### src/rtl/matmul_pcpi_sequencer.sv
// Host-side sequencer for the 3x3 fused matmul PCPI coprocessor: buffers operands,
// reloads only entries that changed, then issues start and clear and captures C.
module matmul_pcpi_sequencer #(
    parameter int NUM_WORDS = 27,
    parameter int DATA_W    = 16,
    parameter int TIMEOUT   = 32
) (
    input  logic              clk,
    input  logic              resetn,
    input  logic              ld_we,
    input  logic [4:0]        ld_addr,
    input  logic [DATA_W-1:0] ld_data,
    input  logic              go,
    input  logic              go_full,
    output logic              busy,
    output logic              done,
    output logic              err,
    output logic [8:0]        result,
    input  logic [8:0]        mm_c,
    output logic              pcpi_valid,
    output logic [31:0]       pcpi_insn,
    input  logic              pcpi_ready,
    input  logic              pcpi_wait
);
    localparam int PTR_W  = $clog2(NUM_WORDS);
    localparam int TCNT_W = $clog2(TIMEOUT + 1);
    localparam logic [PTR_W-1:0]  LAST   = PTR_W'(NUM_WORDS - 1);
    localparam logic [TCNT_W-1:0] TC_MAX = TCNT_W'(TIMEOUT - 1);
    localparam logic [6:0]        OPC    = 7'b0001011;

    typedef enum logic [2:0] {
        S_IDLE, S_SCAN, S_LOAD, S_START, S_CLEAR, S_DONE, S_ERR
    } state_t;

    state_t                  r_state, w_next;
    logic [DATA_W-1:0]       r_buf [NUM_WORDS];
    logic [NUM_WORDS-1:0]    r_dirty;
    logic [PTR_W-1:0]        r_ptr;
    logic [TCNT_W-1:0]       r_tcnt;
    logic                    r_valid;
    logic [31:0]             r_insn;
    logic [8:0]              r_result;
    logic [31:0]             w_insn;
    logic                    w_acc, w_tmo, w_last, w_wr, w_issue;
    logic                    w_unused;

    assign w_unused = pcpi_wait;

    assign busy       = (r_state == S_SCAN) || (r_state == S_LOAD) ||
                        (r_state == S_START) || (r_state == S_CLEAR);
    assign done       = (r_state == S_DONE);
    assign err        = (r_state == S_ERR);
    assign result     = r_result;
    assign pcpi_valid = r_valid;
    assign pcpi_insn  = r_insn;

    assign w_acc   = r_valid && pcpi_ready;
    assign w_tmo   = r_valid && !pcpi_ready && (r_tcnt == TC_MAX);
    assign w_last  = (r_ptr == LAST);
    assign w_wr    = ld_we && !busy && (32'(ld_addr) < NUM_WORDS);
    assign w_issue = (r_state == S_LOAD) || (r_state == S_START) || (r_state == S_CLEAR);

    always_comb begin
        w_insn = '0;
        case (r_state)
            S_LOAD:  w_insn = {1'b0, r_buf[r_ptr], 3'b000, r_ptr, OPC};
            S_START: w_insn = {1'b0, 16'd0, 3'b111, 5'd0, OPC};
            S_CLEAR: w_insn = {1'b0, 16'd0, 3'b101, 5'd0, OPC};
            default: w_insn = '0;
        endcase
    end

    always_ff @(posedge clk or negedge resetn) begin
        if (!resetn) r_state <= S_IDLE;
        else         r_state <= w_next;
    end

    always_comb begin
        w_next = r_state;
        case (r_state)
            S_IDLE:  if (go) w_next = S_SCAN;
            S_SCAN:  begin
                if (r_dirty[r_ptr]) w_next = S_LOAD;
                else if (w_last)    w_next = S_START;
            end
            S_LOAD:  begin
                if (w_acc)      w_next = w_last ? S_START : S_SCAN;
                else if (w_tmo) w_next = S_ERR;
            end
            S_START: begin
                if (w_acc)      w_next = S_CLEAR;
                else if (w_tmo) w_next = S_ERR;
            end
            S_CLEAR: begin
                if (w_acc)      w_next = S_DONE;
                else if (w_tmo) w_next = S_ERR;
            end
            S_DONE:  w_next = S_IDLE;
            S_ERR:   w_next = S_IDLE;
            default: w_next = S_IDLE;
        endcase
    end

    // Operand storage is deliberately left out of reset.
    always_ff @(posedge clk) begin
        if (w_wr) r_buf[ld_addr] <= ld_data;
    end

    always_ff @(posedge clk or negedge resetn) begin
        if (!resetn) begin
            r_dirty  <= '1;
            r_ptr    <= '0;
            r_tcnt   <= '0;
            r_valid  <= 1'b0;
            r_insn   <= '0;
            r_result <= '0;
        end else begin
            if ((r_state == S_IDLE && go && go_full) || r_state == S_ERR)
                r_dirty <= '1;
            else if (r_state == S_LOAD && w_acc)
                r_dirty[r_ptr] <= 1'b0;
            if (w_wr) r_dirty[ld_addr] <= 1'b1;

            if (r_state == S_IDLE && go)
                r_ptr <= '0;
            else if (r_state == S_SCAN && !r_dirty[r_ptr] && !w_last)
                r_ptr <= r_ptr + 1'b1;
            else if (r_state == S_LOAD && w_acc && !w_last)
                r_ptr <= r_ptr + 1'b1;

            // Each issuing state enters with valid low, which guarantees the idle
            // gap between instructions; the insn word is latched only on the rise.
            if (w_issue) begin
                if (!r_valid) begin
                    r_valid <= 1'b1;
                    r_insn  <= w_insn;
                    r_tcnt  <= '0;
                end else if (pcpi_ready || w_tmo) begin
                    r_valid <= 1'b0;
                end else begin
                    r_tcnt <= r_tcnt + 1'b1;
                end
            end else begin
                r_valid <= 1'b0;
            end

            if (r_state == S_START && w_acc) r_result <= mm_c;
        end
    end
endmodule

### config.mk
export PLATFORM = sky130hd
export DESIGN_NAME = matmul_pcpi_sequencer
export DESIGN_NICKNAME = d
export VERILOG_FILES = /design/src/rtl/matmul_pcpi_sequencer.sv
export SDC_FILE = /design/constraint.sdc
export NUM_CORES = 1
export LEC_CHECK = 0
export CAP_MARGIN = 20
export CORE_ASPECT_RATIO = 1.2
export CORE_MARGIN = 3
export CORE_UTILIZATION = 60
export DETAILED_ROUTE_END_ITERATION = 8
export GPL_TIMING_DRIVEN = 1
export PLACE_DENSITY = 0.86
export SETUP_SLACK_MARGIN = 0.4
export SLEW_MARGIN = 30
export SYNTH_ARGS = -nofsm -noshare
export SYNTH_HDL_FRONTEND = slang
export SYNTH_SLANG_ARGS = --single-unit
export TNS_END_PERCENT = 20
### constraint.sdc
create_clock -name clk -period 4.8 [get_ports clk]
set_input_delay 1.44 -clock clk [delete_from_list [all_inputs] [get_ports clk]]
set_output_delay 1.44 -clock clk [all_outputs]
set_load 0.1 [all_outputs]
==> out/metrics.yaml <==
outcome: "finished, final reports clean"
rows: 73
synth_ff_type: "edfxtp_1"
synth_top_family_by_area: "multiplexers"
antenna_found_initial: 0
slew_headroom: 0.3097
synth-async-reset-ratio: 0.1479
synth_adder_area_share: 0.003081
leakagePower_nw: 7.786
area_growth_pct: 13.90
gp_congestion: 0.8522
diodes: 0
drt_iter0_markers: 1667
io_buffer_count: 75
powerDensity_nw_per_um2: 529.4
gr-total-overflow: 0
grt_pass1_wl_um: 73840
avgSynthCellArea_um2: 18.41
layout_common_cells: "edfxtp_1, mux4_2, nand2_1"
grt_pass1_vias: 11640
grt.total_usage: 0.2757
post-dp-hpwl_um: 28250
cts_buffers: 47
final_common_cell: "edfxtp_1"
synth-seq-area-share: 0.7330
cts_setup_buffers: 0
cts_buffer_depth: 3
die-area_um2: 36090
timing.final.hold_violations: 0
fin_skew_ps: 26.31
cts_sinks: 507
cts_hold_repair.buffers: 0
grt_max_degree: 76
die_w_um: 173.9
synthTopCellsByArea: "edfxtp_1, mux4_2, dfrtp_1"
die_h_um: 207.5
synthSimpleGateAreaFrac: 0.04702
final_layout_size_suffix_gt1_frac: 0.2384
antenna_left: 0
timing.hold.ws_ps: 479.9
totalWireLength_um: 49140
path_clk_slew_ps: 70
crit_path_start_kind: "flop"
cts.root.buffer_cell: "clkbuf_16"
worstPathMaxFanout: 13
tns_ps: 0
cts_tree: "done"
worst_hold_path_type: "reg2reg"
cts_max_level: 2
synth_edf_count: 432
maxCapViolations: 0
netlist_instances: 1103
cts_resized: 0
start_util: 0.6107
pin_count: 82
vdd_ir_drop_max_mv: 0.3198
fmax_ghz: 0.2413
synth_mux_area_frac: 0.1458
drc: 0
synth_compound_area_frac: 0.04862
synth_xor_area_frac: 0.001726
synth_cell_types: 65
core_um2: 33250
nets: 1258
clk_latency_ps: 570
via_count: 11379
n_fill_cell: 1971
fin_crit_sh: 0.8632
syn_area_um2: 20300
worst_pin_slew_ps: 1032
yosysWarnings: 0
wl_per_cell_um: 28.84
ys_seq_elements: 507
multi_input_area_um2: 5047
fin_crit_ps: 4144
critPathKind: "reg2out"
first_pass_iters: 5
endpoint_kind: "primary output"
synth_top_cell_area_share: 0.6389
dp_cells: 1617
post_drt_via_cell_ratio: 6.678
final-max-slew-violation-count: 0
fin_cells: 1704
regArea_um2: 14890
arrival_ps: 2700
rsz0062_at_grt: "false"
synth_area_leader_cell: "edfxtp_1"
required_ps: 3360
final-setup-viol-count: 0
[critical path: stages, from the launching register on]
cell             delay, ps
dfrtp_1                570
nand2_1                170
nor2_1                 210
clkdlybuf4s50_1       1180
[synth_stat cells (all sizes together) (2+ instances only)]
master / instances
clkbuf: 23
o22ai: 2
nor3b: 3
o311ai: 2
nand3: 7
nand3b: 13
a22o: 2
a22oi: 11
or2: 3
a221o: 2
dfrtp: 48
buf: 45
a32oi: 2
or3b: 4
or3: 5
mux2i: 46
a31oi: 4
and3: 6
o211ai: 26
nor3: 6
xor2: 3
and2: 2
inv: 7
nor2b: 4
a21oi: 13
mux2: 10
nand2b: 4
o21ai: 64
nor2: 51
a211oi: 4
nand2: 79
dfstp: 27
o32ai: 2
edfxtp: 432
o21a: 2
mux4: 106
nand4: 6
ha: 5
a221oi: 9
[area by class of cell]
type | count | area share
Inverter | 7 | 0.001136
Sequential cell | 507 | 0.6440
Tap cell | 450 | 0.02435
Multi-Input combinational cell | 525 | 0.2183
Clock inverter | 28 | 0.01044
Clock buffer | 59 | 0.05416
Timing Repair Buffer | 128 | 0.04767
[registers in the layout, indices dropped and copies added, names as in the netlist]
register,flops
r_tcnt,6
pcpi_valid,1
r_dirty,27
r_state,3
pcpi_insn,24
r_ptr,5
result,9
r_buf,432
[per-stage QoR]
step	cell area [um2]	util	worst slack (ps)	power (mW)
2_1_floorplan	20320	-	1058	7.790
3_3_place_gp	21700	0.6526	879.6	8.546
3_5_place_dp	21690	0.6525	864.9	8.635
4_1_cts	23190	0.6974	666.7	12.27
5_1_grt	23130	0.6956	573.8	12.63
6_report	23130	0.6956	656.4	12.24
[layer usage]
| metal | routed length, um | part of all wire | global-route usage | vias to the layer above |
|---|---|---|---|---|
| met3 | 4669 | 0.095 | 0.04610 | 155 |
| met4 | 2746 | 0.056 | 0.1429 | 0 |
| met5 | 0 | 0 | 0 | - |
| li1 | - | - | - | 4645 |
| met1 | 16810 | 0.34 | 0.3545 | 5758 |
| met2 | 24910 | 0.51 | 0.4580 | 821 |
[power by group]
group / leakage [nW] / total [mW] / internal, mW / switching [mW]
registers: 4.78 / 5.29 / 5.00 / 0.287
clock network: 0.732 / 3.64 / 2.07 / 1.57
logic: 2.27 / 3.32 / 1.18 / 2.14
[kinds of logic after synthesis]
kind of cell             count (synthesis)
AO/OA/AOI/OAI                          150
XOR/XNOR                                 4
adder cells (fa/ha/maj)                  5
buffers and inverters                   75
flip-flops                             507
multiplexers                           162
other                                    1
AND/OR/NAND/NOR                        199
[worst paths after layout]
check | start | end | slack, ps | cells after the start
worst min-delay path | pcpi_insn[24] | pcpi_insn[24] | 480 | 2
worst max-delay path | r_state[2] | err | 660 | 3
max in group asynchronous | resetn | r_ptr[0] | 3370 | 1
min in group asynchronous | resetn | result[5] | 890 | 1
worst max register to register | r_ptr[0] | pcpi_insn[15] | 1510 | 5
worst min register to register | pcpi_insn[24] | pcpi_insn[24] | 480 | 2
No activity file was read; power rests on OpenSTA's default activity.
